## src/rtl/riscv_pkg.sv

```systemverilog
// riscv_pkg: load/store funct3 encodings and LSU state type shared by the LSU files
package riscv_pkg;
    localparam logic [2:0] F3_B  = 3'b000;
    localparam logic [2:0] F3_H  = 3'b001;
    localparam logic [2:0] F3_W  = 3'b010;
    localparam logic [2:0] F3_BU = 3'b100;
    localparam logic [2:0] F3_HU = 3'b101;
    typedef enum logic [1:0] {IDLE, ACCESS, RESP} lsu_state_e;
endpackage

```

## src/rtl/lsu_ctrl_if.sv

```systemverilog
// lsu_ctrl_if: request, response and data-memory signals of the load/store unit
interface lsu_ctrl_if #(parameter int ADDR_W = 32);
    logic              req_valid;
    logic              req_ready;
    logic              req_we;
    logic [2:0]        req_funct3;
    logic [ADDR_W-1:0] req_addr;
    logic [31:0]       req_wdata;
    logic [4:0]        req_rd;
    logic              resp_valid;
    logic              resp_ready;
    logic [31:0]       resp_data;
    logic [4:0]        resp_rd;
    logic              resp_fault;
    logic [ADDR_W-1:0] d_addr;
    logic [31:0]       d_wdata;
    logic [3:0]        d_wstrb;
    logic [31:0]       d_rdata;
    modport slave (
        input  req_valid, req_we, req_funct3, req_addr, req_wdata, req_rd, resp_ready, d_rdata,
        output req_ready, resp_valid, resp_data, resp_rd, resp_fault, d_addr, d_wdata, d_wstrb
    );
    modport master (
        output req_valid, req_we, req_funct3, req_addr, req_wdata, req_rd, resp_ready, d_rdata,
        input  req_ready, resp_valid, resp_data, resp_rd, resp_fault, d_addr, d_wdata, d_wstrb
    );
endinterface

```

## src/rtl/lsu_align.sv

```systemverilog
// lsu_align: strobe/lane replication for stores, byte/half extraction and extension for loads
module lsu_align
    import riscv_pkg::*;
(
    input  logic [2:0]  funct3,
    input  logic        we,
    input  logic [1:0]  off,
    input  logic [31:0] wdata,
    input  logic [31:0] rdata,
    output logic [3:0]  strb,
    output logic [31:0] wdata_rep,
    output logic [31:0] rdata_ext,
    output logic        fault
);
    logic [7:0]  b;
    logic [15:0] h;
    logic        illegal;
    logic        misal;
    always_comb begin
        b         = rdata[{off, 3'b000} +: 8];
        h         = off[1] ? rdata[31:16] : rdata[15:0];
        // unsigned variants exist only for loads
        illegal   = funct3 == 3'b011 || funct3[2:1] == 2'b11 || (we && funct3[2]);
        misal     = (funct3[1:0] == 2'b01 && off[0]) || (funct3 == F3_W && off != 2'b00);
        fault     = illegal || misal;
        strb      = funct3[1:0] == 2'b00 ? 4'b0001 << off :
                    funct3[1:0] == 2'b01 ? 4'b0011 << off : 4'b1111;
        wdata_rep = funct3 == F3_B ? {4{wdata[7:0]}} :
                    funct3 == F3_H ? {2{wdata[15:0]}} : wdata;
        rdata_ext = funct3 == F3_B  ? {{24{b[7]}}, b} :
                    funct3 == F3_H  ? {{16{h[15]}}, h} :
                    funct3 == F3_BU ? {24'b0, b} :
                    funct3 == F3_HU ? {16'b0, h} : rdata;
    end
endmodule

```

## src/rtl/lsu_ctrl.sv

```systemverilog
// lsu_ctrl: single-outstanding load/store unit in front of the data memory
module lsu_ctrl
    import riscv_pkg::*;
#(
    parameter int ADDR_W = 32
) (
    input logic        clk,
    input logic        rst,
    lsu_ctrl_if.slave  bus
);
    lsu_state_e        state;
    lsu_state_e        state_nx;
    logic              we_q;
    logic [2:0]        f3_q;
    logic [ADDR_W-1:0] addr_q;
    logic [31:0]       wdata_q;
    logic [4:0]        rd_q;
    logic [31:0]       resp_data_q;
    logic [4:0]        resp_rd_q;
    logic              resp_fault_q;
    logic [3:0]        strb;
    logic [31:0]       wrep;
    logic [31:0]       ext;
    logic              fault;
    lsu_align u_align (
        .funct3    (f3_q),
        .we        (we_q),
        .off       (addr_q[1:0]),
        .wdata     (wdata_q),
        .rdata     (bus.d_rdata),
        .strb      (strb),
        .wdata_rep (wrep),
        .rdata_ext (ext),
        .fault     (fault)
    );
    always_comb begin
        state_nx       = state == IDLE   ? (bus.req_valid ? ACCESS : IDLE) :
                         state == ACCESS ? RESP : (bus.resp_ready ? IDLE : RESP);
        bus.req_ready  = state == IDLE;
        bus.resp_valid = state == RESP;
        // strobe is combinational so an async reset in ACCESS kills the write before the edge
        bus.d_wstrb    = (state == ACCESS && we_q && !fault) ? strb : 4'b0000;
    end
    always_ff @(posedge clk or posedge rst) begin
        if (rst) begin
            state        <= IDLE;
            we_q         <= 1'b0;
            f3_q         <= 3'b000;
            addr_q       <= '0;
            wdata_q      <= 32'b0;
            rd_q         <= 5'b0;
            resp_data_q  <= 32'b0;
            resp_rd_q    <= 5'b0;
            resp_fault_q <= 1'b0;
        end else begin
            state <= state_nx;
            if (state == IDLE && bus.req_valid) begin
                we_q    <= bus.req_we;
                f3_q    <= bus.req_funct3;
                addr_q  <= bus.req_addr;
                wdata_q <= bus.req_wdata;
                rd_q    <= bus.req_rd;
            end
            if (state == ACCESS) begin
                resp_data_q  <= (we_q || fault) ? 32'b0 : ext;
                resp_rd_q    <= rd_q;
                resp_fault_q <= fault;
            end
        end
    end
    assign bus.d_addr     = addr_q;
    assign bus.d_wdata    = wrep;
    assign bus.resp_data  = resp_data_q;
    assign bus.resp_rd    = resp_rd_q;
    assign bus.resp_fault = resp_fault_q;
endmodule
```

## src/flat_wrapper.sv

```systemverilog
// flat-port wrapper written by rule: the top's interface ports become plain ports
module lsu_ctrl_flat import riscv_pkg::*;
#(
    parameter int ADDR_W = 32
)
  (clk, rst, bus_req_valid, bus_req_we, bus_req_funct3, bus_req_addr, bus_req_wdata, bus_req_rd, bus_resp_ready, bus_d_rdata, bus_req_ready, bus_resp_valid, bus_resp_data, bus_resp_rd, bus_resp_fault, bus_d_addr, bus_d_wdata, bus_d_wstrb);
  lsu_ctrl_if #(.ADDR_W(ADDR_W)) bus_i ();
  input logic clk;
  input logic rst;
  input wire logic [$bits(bus_i.req_valid)-1:0] bus_req_valid;
  input wire logic [$bits(bus_i.req_we)-1:0] bus_req_we;
  input wire logic [$bits(bus_i.req_funct3)-1:0] bus_req_funct3;
  input wire logic [$bits(bus_i.req_addr)-1:0] bus_req_addr;
  input wire logic [$bits(bus_i.req_wdata)-1:0] bus_req_wdata;
  input wire logic [$bits(bus_i.req_rd)-1:0] bus_req_rd;
  input wire logic [$bits(bus_i.resp_ready)-1:0] bus_resp_ready;
  input wire logic [$bits(bus_i.d_rdata)-1:0] bus_d_rdata;
  output wire logic [$bits(bus_i.req_ready)-1:0] bus_req_ready;
  output wire logic [$bits(bus_i.resp_valid)-1:0] bus_resp_valid;
  output wire logic [$bits(bus_i.resp_data)-1:0] bus_resp_data;
  output wire logic [$bits(bus_i.resp_rd)-1:0] bus_resp_rd;
  output wire logic [$bits(bus_i.resp_fault)-1:0] bus_resp_fault;
  output wire logic [$bits(bus_i.d_addr)-1:0] bus_d_addr;
  output wire logic [$bits(bus_i.d_wdata)-1:0] bus_d_wdata;
  output wire logic [$bits(bus_i.d_wstrb)-1:0] bus_d_wstrb;
  assign bus_i.req_valid = bus_req_valid;
  assign bus_i.req_we = bus_req_we;
  assign bus_i.req_funct3 = bus_req_funct3;
  assign bus_i.req_addr = bus_req_addr;
  assign bus_i.req_wdata = bus_req_wdata;
  assign bus_i.req_rd = bus_req_rd;
  assign bus_i.resp_ready = bus_resp_ready;
  assign bus_i.d_rdata = bus_d_rdata;
  assign bus_req_ready = bus_i.req_ready;
  assign bus_resp_valid = bus_i.resp_valid;
  assign bus_resp_data = bus_i.resp_data;
  assign bus_resp_rd = bus_i.resp_rd;
  assign bus_resp_fault = bus_i.resp_fault;
  assign bus_d_addr = bus_i.d_addr;
  assign bus_d_wdata = bus_i.d_wdata;
  assign bus_d_wstrb = bus_i.d_wstrb;
  lsu_ctrl #(.ADDR_W(ADDR_W)) u_core (.clk(clk), .rst(rst), .bus(bus_i));
endmodule
```

## config.mk

```make
export PLATFORM = sky130hd
export DESIGN_NAME = lsu_ctrl_flat
export DESIGN_NICKNAME = d
export VERILOG_FILES = /design/src/rtl/riscv_pkg.sv /design/src/rtl/lsu_ctrl_if.sv /design/src/rtl/lsu_align.sv /design/src/rtl/lsu_ctrl.sv /design/src/flat_wrapper.sv
export SDC_FILE = /design/constraint.sdc
export NUM_CORES = 1
export LEC_CHECK = 0
export BUFFER_PORTS_ARGS = -buffer_cell sky130_fd_sc_hd__buf_2
export CORE_ASPECT_RATIO = 1.4
export CORE_MARGIN = 5
export CORE_UTILIZATION = 49
export DETAILED_ROUTE_END_ITERATION = 12
export PLACE_DENSITY_LB_ADDON = 0.2
export SYNTH_ARGS = -nofsm -noshare
export SYNTH_HDL_FRONTEND = slang
export SYNTH_SLANG_ARGS = --single-unit
export TNS_END_PERCENT = 1
```

## constraint.sdc

```tcl
create_clock -name clk -period 3.6 [get_ports clk]
set_input_delay 0.18 -clock clk [delete_from_list [all_inputs] [get_ports clk]]
set_output_delay 0.18 -clock clk [all_outputs]
set_load 0.03 [all_outputs]
```

==> results of run 1 <==
[path summary, 6_finish.rpt]
| kind | depth (start not counted) | from | slack [ns] | end |
|---|---|---|---|---|
| max in group asynchronous | 3 | rst | 2.86 | u_core.bus.d_addr[21] |
| hold / removal | 2 | rst | -0.002 | u_core.bus.d_addr[17] |
| setup reg to reg | 6 | u_core.bus.d_addr[1] | 0.65 | u_core.bus.resp_data[20] |
| setup / recovery | 6 | u_core.bus.d_addr[1] | 0.65 | u_core.bus.resp_data[20] |
| min in group clk | 2 | bus_req_addr[26] | 0.01 | u_core.bus.d_addr[26] |
| hold reg to reg | 2 | u_core.bus.resp_fault | 0.47 | u_core.bus.resp_fault |
[cells in the mapped netlist (3+ instances only)]
cell type                   instances  area (sq um)
sky130_fd_sc_hd__clkbuf_1          21          78.8
sky130_fd_sc_hd__mux4_2             8           180
sky130_fd_sc_hd__a22o_1            14           123
sky130_fd_sc_hd__ha_1               4          50.1
sky130_fd_sc_hd__a22o_2            10           100
sky130_fd_sc_hd__a21oi_1           17          85.1
sky130_fd_sc_hd__nor2b_1            4          25.0
sky130_fd_sc_hd__mux2i_1           10           100
sky130_fd_sc_hd__buf_4              8          60.1
sky130_fd_sc_hd__inv_1              3          11.3
sky130_fd_sc_hd__nor2_1            10          37.5
sky130_fd_sc_hd__buf_2              3          15.0
sky130_fd_sc_hd__dfrtp_1          113          2830
sky130_fd_sc_hd__nand2b_1           3          18.8
sky130_fd_sc_hd__buf_1             10          37.5
sky130_fd_sc_hd__o22ai_1            7          43.8
sky130_fd_sc_hd__a21o_1            18           135
sky130_fd_sc_hd__a21boi_0           3          22.5
sky130_fd_sc_hd__nand2_1           44           165
sky130_fd_sc_hd__a221oi_1          10          87.6
sky130_fd_sc_hd__mux2_2            83           935
sky130_fd_sc_hd__a221o_1            9          90.1
sky130_fd_sc_hd__o21ai_0           20           100
sky130_fd_sc_hd__o2bb2ai_1          8          70.1
[layout by cell type (no fill, tap or decap), types with 3 or more instances in the layout]
master / instances
sky130_fd_sc_hd__a21boi_0: 3
sky130_fd_sc_hd__a21o_1: 18
sky130_fd_sc_hd__a21oi_1: 17
sky130_fd_sc_hd__a221o_1: 9
sky130_fd_sc_hd__a221oi_1: 10
sky130_fd_sc_hd__a22o_1: 14
sky130_fd_sc_hd__a22o_2: 10
sky130_fd_sc_hd__buf_2: 216
sky130_fd_sc_hd__buf_4: 7
sky130_fd_sc_hd__bufinv_16: 4
sky130_fd_sc_hd__clkbuf_16: 17
sky130_fd_sc_hd__clkinvlp_4: 5
sky130_fd_sc_hd__dfrtp_1: 113
sky130_fd_sc_hd__dlygate4sd3_1: 56
sky130_fd_sc_hd__ha_1: 4
sky130_fd_sc_hd__mux2_2: 83
sky130_fd_sc_hd__mux2i_1: 10
sky130_fd_sc_hd__mux4_2: 8
sky130_fd_sc_hd__nand2_1: 44
sky130_fd_sc_hd__nor2_1: 9
sky130_fd_sc_hd__nor2b_1: 4
sky130_fd_sc_hd__o21ai_0: 20
sky130_fd_sc_hd__o22ai_1: 7
sky130_fd_sc_hd__o2bb2ai_1: 8
[metrics by stage]
step | cells | utilization | power (mW)
floorplan | 459 | - | 5.56
global placement | 784 | 0.598 | 6.66
detailed placement | 784 | 0.598 | 6.77
CTS | 870 | 0.703 | 8.64
global route | 872 | 0.704 | 9.09
finish | 872 | 0.704 | 8.63
[cell type report]
| cell class | instances | area (sq um) | area share |
|---|---|---|---|
| Sequential cell | 113 | 2830 | 0.356 |
| Multi-Input combinational cell | 298 | 2550 | 0.321 |
| Timing Repair Buffer | 281 | 1730 | 0.218 |
| Clock buffer | 19 | 453 | 0.0570 |
| Clock inverter | 13 | 185 | 0.0233 |
| Tap cell | 144 | 180 | 0.0227 |
| Inverter | 4 | 17.5 | 0.00220 |
[logic make-up (layout without fill, tap and decap cells)]
| family | after synthesis | in the layout |
|---|---|---|
| muxes | 101 | 101 |
| and+or+nand+nor | 72 | 72 |
| adders and majority gates | 4 | 4 |
| buffers and inverters | 48 | 317 |
| DFF | 113 | 113 |
| AOI/OAI and AO/OA | 121 | 121 |
[sequential cells by signal, indices dropped and copies added (netlist names)]
register	count
u_core.bus.d_addr	32
u_core.bus.resp_rd	5
u_core.rd_q	5
u_core.wdata_q	32
u_core.f3_q	3
u_core.state	2
u_core.bus.resp_data	32
u_core.bus.resp_fault	1
u_core.we_q	1
[worst reg2reg max path, stage by stage (launching register included)]
cell	delay, ns
sky130_fd_sc_hd__dfrtp_1	0.38
sky130_fd_sc_hd__clkinv_1	0.21
sky130_fd_sc_hd__ha_1	0.26
sky130_fd_sc_hd__or3b_4	0.40
sky130_fd_sc_hd__a2111oi_4	0.64
sky130_fd_sc_hd__nor3b_4	0.74
sky130_fd_sc_hd__a22o_2	0.26
[power groups by stage]
stage	clock network, mW	registers (mW)	logic, mW
6_report	1.80	2.31	4.52
3_3_place_gp	0	2.28	4.38
4_1_cts	1.81	2.31	4.52
3_5_place_dp	0	2.32	4.45
5_1_grt	1.87	2.39	4.82
2_1_floorplan	0	2.94	2.62
[what timing repair did]
action	4_1_cts	5_1_grt
buffers inserted	0	0
endpoints found under the hold margin	54	2
hold buffers	54	2
[layer usage]
metal  track usage  wire length (um)  vias to the layer above
li1              -                 -                     2212
met1         0.286              6050                     2390
met2         0.443              9170                      244
met3        0.0801              1360                       32
met4         0.100               348                        0
met5             0                 0                        -
==> metrics.log, run 1 <==
[metrics] result of the run: finished with violations
[metrics] failing checks: negative hold slack
[metrics] Max Slew Vio Count: 0
[metrics] post-synthesis register bit count: ~110
[metrics] number of distinct library cells after synthesis: 40
[metrics] type of the worst setup path: flop to flop
[metrics] Wirelength per Cell: 19.4 um
[metrics] worst min-delay path class: input pin to async pin
[metrics] multiplexer share of the synthesized area: 0.217
[metrics] cell family with the largest share of critical-path delay: simple AND/OR/NAND/NOR gates
[metrics] worst hold slack: -0.00204 ns
[metrics] insertion delay of the later-clocked pin in the worst-skew pair: between 0.4 and 0.5 ns
[metrics] count of standard-cell rows: between 40 and 50
[metrics] Layout Skew: ~0.011 ns
[metrics] via count: just under 5000
[metrics] clock power share: 0.208
[metrics] headroom to the max-slew limit: 0.234
[metrics] first-pass detailed-route iteration total: 5
[metrics] die area: roughly 0.014 sq mm
[metrics] leakage power: around 3.9 nW
[metrics] Synthesis Warnings: 0
[metrics] pre-CTS WS: ~0.70 ns
[metrics] Post-Place Cell Area: roughly 0.0067 sq mm
[metrics] fraction of layout instances using a drive strength above 1: 0.504
[metrics] net total in the final layout: a little over 800
[metrics] RSZ-0062 raised after global routing: false
[metrics] actual transition at the worst max-transition pin: ~1.1 ns
[metrics] number of antenna violations at the first check in global routing: 0
[metrics] count of maximum capacitance violations: 0
[metrics] series of cell instances along the critical path: clkinv_1 -> ha_1 -> or3b_4 -> a2111oi_4 -> nor3b_4 -> a22o_2
[metrics] number of endpoints failing setup at the final stage: 0
[metrics] # diodes: 0
[metrics] Syn Inst Count: 459
[metrics] Sequential Power Share: 0.268
[metrics] detailed router's first-iteration violation count: ~210
[metrics] largest net degree at the start of global routing: 76
[metrics] die boundary width: approximately 100 um
[metrics] global-route wire length before repair: ~27 mm
[metrics] overall die height: about 140 um
[metrics] Hold Fails Final Rpt: 2
[metrics] number of fill cells: between 800 and 900
[metrics] CP Data Arrival Time: approximately 3.3 ns
[metrics] Bufs and invs on worst path: 1
[metrics] largest family of logic cells by synthesized area: multiplexers
[metrics] Worst path max stage delay: between 0.7 and 0.8 ns
[metrics] area share of xor/xnor cells in the synthesized design: 0
[metrics] critical path's slowest cell: sky130_fd_sc_hd__nor3b_4
[metrics] prevailing post-synth register cell: sky130_fd_sc_hd__dfrtp_1
[metrics] maximum frequency from static timing analysis: about 0.34 GHz
[metrics] routability congestion estimate: approximately 0.85
[metrics] aggregate global-route resource usage: 0.254
[metrics] adder-cell share of the synthesized area: 0.00895
[metrics] area of the placeable core: between 0.01 and 0.015 sq mm
[metrics] EDFF count, synth: 0
[metrics] global route overflow: 0
[metrics] Clock Path Buffers: 2
[metrics] Via density: 5.59
[metrics] Syn Std Cell Area: roughly 0.0056 sq mm
[metrics] final wirelength: about 17 mm
[metrics] required time worst endpoint: 3.95 ns
[metrics] final sum of negative setup slack: 0 ns
[metrics] vias in the first global route: about 5300
[metrics] peak supply drop: ~0.00071 V
[metrics] DP Wirelength: 11.6 mm
[metrics] sequential fraction of the synthesis area: 0.506
[metrics] combinational power share: 0.524
[metrics] number of buffers added by the clock tree synthesis step: 17
[metrics] Worst Setup Slack, final: 0.648 ns
[metrics] Clock Sinks: 113
[metrics] io pins: between 200 and 250
[metrics] internal power summed over all cells: about 4.8 mW
[metrics] synthesized-area fraction occupied by ao, oa, aoi and oai cells: 0.165
[metrics] DRC violations left: 0
[metrics] switch share: 0.448
[metrics] clock root buffer master: sky130_fd_sc_hd__clkbuf_16
[metrics] time the final worst path needs with I/O delays and setup: between 2 and 3 ns
[metrics] synthesis-to-layout area growth: 42.2%
[metrics] simple-gate share of the synthesized area: 0.0618
[metrics] effective utilization at floorplan: 0.495
[metrics] CP Max Fanout: 17
[metrics] remaining antenna violation count after routing: 0
[metrics] proportion of synthesized flip-flops having asynchronous set or reset: 1.00
[metrics] Pwr per Cell Area: 1090 mW/mm^2
[metrics] average cell area after synthesis: approximately 12 sq um
[metrics] Reg clk slew, reported paths: 0.06 ns
[metrics] CTS tree: built
[metrics] number of resized instances in the post-cts repair step: 0
[metrics] post-route standard cell area excluding fillers: roughly 0.0079 sq mm
[metrics] syn nets: ~570
[metrics] element type at the critical path start: flop
[metrics] final cycle utilization of the critical path: 0.820
[metrics] level count of the clock H-tree: 4
[metrics] number of buffers inserted by port buffering: ~220
[metrics] switching power total: around 3.9 mW
[metrics] Crit. End Element: flop
Note: power is estimated with default switching activity, not from simulation.
==> run 2, diff against run 1 <==
Clock period 3.6 ns to 2.75 ns, I/O delays scaled along.
==> run 2 against run 1 <==
Net effect: the flow now finishes without violations; total power rose by 31%; via count rose by 3.0%; first-iteration DRC count grew 15%; clock-buffer cell count decreased by 1; routed wire length up 3.1%; clock power is 26% higher; core utilization is 1.9 points higher; clock skew decreased by 0.0031 ns; worst setup slack worse by 0.36 ns; final area rose by 2.8%; sequential power up 33%; combinational power grew 33%; critical path type is now flop to output port; critical endpoint is now bus_d_wstrb[2]; largest power group unchanged.
==> metrics.log, run 2 (synthesis results as in run 1) <==
[metrics] result of the run: finished clean
[metrics] clock root buffer master: sky130_fd_sc_hd__clkbuf_16
[metrics] vias in the first global route: 5438 (+3.0%)
[metrics] Layout Skew: 0.00754 ns (-0.00311 ns)
[metrics] Max Slew Vio Count: 0 (unchanged)
[metrics] final core utilization: 0.724 (+0.0194)
[metrics] CP Max Fanout: 4 (-13)
[metrics] routability congestion estimate: 0.803 (-5.7%)
[metrics] # diodes: 0 (unchanged)
[metrics] peak supply drop: 0.000966 V (+36%)
[metrics] Bufs and invs on worst path: 2 (+1)
[metrics] Reg clk slew, reported paths: 0.05 ns (about the same)
[metrics] combinational power share: 0.529 (+0.005)
[metrics] Hold Fails Final Rpt: 0 (-2)
[metrics] maximum frequency from static timing analysis: roughly 0.4 GHz
[metrics] Sequential Power Share: 0.271 (+0.003)
[metrics] series of cell instances along the critical path: inv_1 -> ha_1 -> nand2b_1 -> a221oi_1 -> and4b_1 -> a21boi_0 -> buf_2
[metrics] DRC violations left: 0 (unchanged)
[metrics] leakage power: 3.96 nW (+2.7%)
[metrics] overall die height: 136 um (unchanged)
[metrics] worst min-delay path class: input pin to flop
[metrics] combined flip-flop and latch cell area: 0.00283 sq mm (unchanged)
[metrics] count of maximum capacitance violations: 0 (unchanged)
[metrics] actual transition at the worst max-transition pin: 1.09 ns (-0.0595 ns)
[metrics] number of buffers inserted to repair setup after CTS: 0 (unchanged)
[metrics] commonest non-fill, non-tap cell in the layout: sky130_fd_sc_hd__buf_2
[metrics] fraction of layout instances using a drive strength above 1: 0.495 (-0.00877)
[metrics] via count: 5022 (+3.0%)
[metrics] area of the placeable core: 0.0113 sq mm (unchanged)
[metrics] largest net degree at the start of global routing: 45 (-41%)
[metrics] post-route standard cell area excluding fillers: 0.00817 sq mm (+2.8%)
[metrics] level count of the clock H-tree: 4 (unchanged)
[metrics] aggregate global-route resource usage: 0.258 (+0.00400)
[metrics] Post-Place Cell Area: 0.00680 sq mm (+0.70%)
[metrics] final cycle utilization of the critical path: 0.895
[metrics] first-pass detailed-route iteration total: 5 (unchanged)
[metrics] synthesis-to-layout area growth: 46.1%
[metrics] Worst Setup Slack, final: 0.288 ns (-0.360 ns)
[metrics] switch share: 0.454 (+0.00584)
[metrics] final wirelength: 17.5 mm (+3.1%)
[metrics] pre-CTS WS: 0.544 ns (-0.158 ns)
[metrics] clock power share: 0.201 (-0.007)
[metrics] RSZ-0062 raised after global routing: false
[metrics] headroom to the max-slew limit: 0.274 (+0.0398)
[metrics] global route overflow: 0 (unchanged)
[metrics] final sum of negative setup slack: 0 ns (unchanged)
[metrics] effective utilization at floorplan: 0.495 (unchanged)
[metrics] number of fill cells: 804 (-5.4%)
[metrics] Clock Sinks: 113 (unchanged)
[metrics] required time worst endpoint: 2.61 ns (-1.34 ns)
[metrics] total area of multi-input combinational cells: 0.00255 sq mm (about the same)
[metrics] Via density: 5.60 (about the same)
[metrics] Clock Path Buffers: 2 (unchanged)
[metrics] DP Wirelength: 11.5 mm (-0.97%)
[metrics] time the final worst path needs with I/O delays and setup: about 2.5 ns
[metrics] global-route wire length before repair: 27.7 mm (+2.0%)
[metrics] remaining antenna violation count after routing: 0 (unchanged)
[metrics] io pins: 217 (unchanged)
[metrics] internal power summed over all cells: 6.19 mW (+30%)
[metrics] number of resized instances in the post-cts repair step: 0 (unchanged)
[metrics] Worst path max stage delay: 0.38 ns (-0.36 ns)
[metrics] overall power: 11.3 mW (+31%)
[metrics] cell family with the largest share of critical-path delay: compound AO/OA/AOI/OAI gates
[metrics] Crit. End Element: output port
[metrics] Pwr per Cell Area: 1390 mW/mm^2 (+28%)
[metrics] count of standard-cell rows: 46 (unchanged)
[metrics] type of the worst setup path: flop to output port
[metrics] critical path's slowest cell: sky130_fd_sc_hd__dfrtp_1
[metrics] commonest non-fill, non-tap cells in the layout: sky130_fd_sc_hd__buf_2 (216), sky130_fd_sc_hd__dfrtp_1 (113), sky130_fd_sc_hd__mux2_2 (83)
[metrics] number of endpoints failing setup at the final stage: 0 (unchanged)
[metrics] number of buffers inserted by port buffering: 216 (unchanged)
[metrics] die area: 0.0137 sq mm (unchanged)
[metrics] number of buffers added by the clock tree synthesis step: 17 (unchanged)
[metrics] insertion delay of the later-clocked pin in the worst-skew pair: 0.41 ns (about the same)
[metrics] CP Data Arrival Time: 2.32 ns (-0.98 ns)
[metrics] Wirelength per Cell: 19.5 um (+0.22%)
[metrics] switching power total: 5.14 mW (+33%)
[metrics] net total in the final layout: 853 (+3.0%)
[metrics] element type at the critical path start: flop
[metrics] detailed router's first-iteration violation count: 240 (+15%)
[metrics] die boundary width: 100 um (unchanged)
[metrics] CTS tree: built
[metrics] number of antenna violations at the first check in global routing: 0 (unchanged)
[run 2: changes by cell type in the layout (fill, tap and decap cells not counted), sizes merged]
| cell | before | now |
|---|---|---|
| inv | 3 | 5 |
| clkinv | 5 | 7 |
| bufinv | 4 | 3 |
| clkbuf | 19 | 18 |
| dlygate4sd3 | 56 | 75 |
| buf | 225 | 231 |
| clkinvlp | 5 | 3 |
[run 2: worst paths after layout]
| kind | endpoint | depth (start not counted) | startpoint | slack, ns |
|---|---|---|---|---|
| min in group asynchronous | u_core.bus.d_addr[6] | 3 | rst | 0.43 |
| max in group asynchronous | u_core.wdata_q[10] | 4 | rst | 1.41 |
| setup / recovery | bus_d_wstrb[2] | 7 | u_core.bus.d_addr[0] | 0.29 |
| hold / removal | u_core.bus.resp_data[13] | 3 | bus_d_rdata[13] | 0.06 |
| setup reg to reg | u_core.bus.resp_data[5] | 4 | u_core.f3_q[0] | 0.50 |
| hold reg to reg | u_core.bus.resp_data[12] | 2 | u_core.bus.resp_data[12] | 0.47 |
[run 2: cell type report]
cell class / count / share of cell area
Clock buffer: 18 / 0.0538
Sequential cell: 113 / 0.346
Tap cell: 144 / 0.0221
Clock inverter: 14 / 0.0221
Multi-Input combinational cell: 298 / 0.312
Timing Repair Buffer: 306 / 0.241
Inverter: 4 / 0.00230
[run 2: tightest hold or removal path, delay by kind of cell]
kind / cells / cell delay (ns)
AO/OA/AOI/OAI: 2 / 0.19
buffers and inverters: 1 / 0.10
[run 2: metal layers]
layer | vias up | part of all wire | GRT usage
li1 | 2270 | - | -
met1 | 2447 | 0.35 | 0.285
met2 | 260 | 0.54 | 0.449
met3 | 45 | 0.091 | 0.0821
met4 | 0 | 0.027 | 0.115
met5 | - | 0 | 0
[run 2: per-stage QoR]
step                std cells  hold slack [ns]
finish                    897           0.0615
floorplan                 459            0.228
CTS                       897           0.0428
global route              897           0.0668
global placement          790            0.315
detailed placement        790            0.323
[run 2: power groups by stage]
stage	logic [mW]	clock network, mW	registers [mW]
floorplan	3.43	0	3.85
global route	6.36	2.38	3.17
finish	5.99	2.27	3.07
detailed placement	5.82	0	3.06
global placement	5.74	0	3.02
CTS	5.95	2.31	3.04
[run 2: timing repair]
| action | in CTS | in global routing |
|---|---|---|
| setup endpoints to repair | 0 | 0 |
| hold buffers | 75 | 0 |
| endpoints found under the hold margin | 110 | 0 |
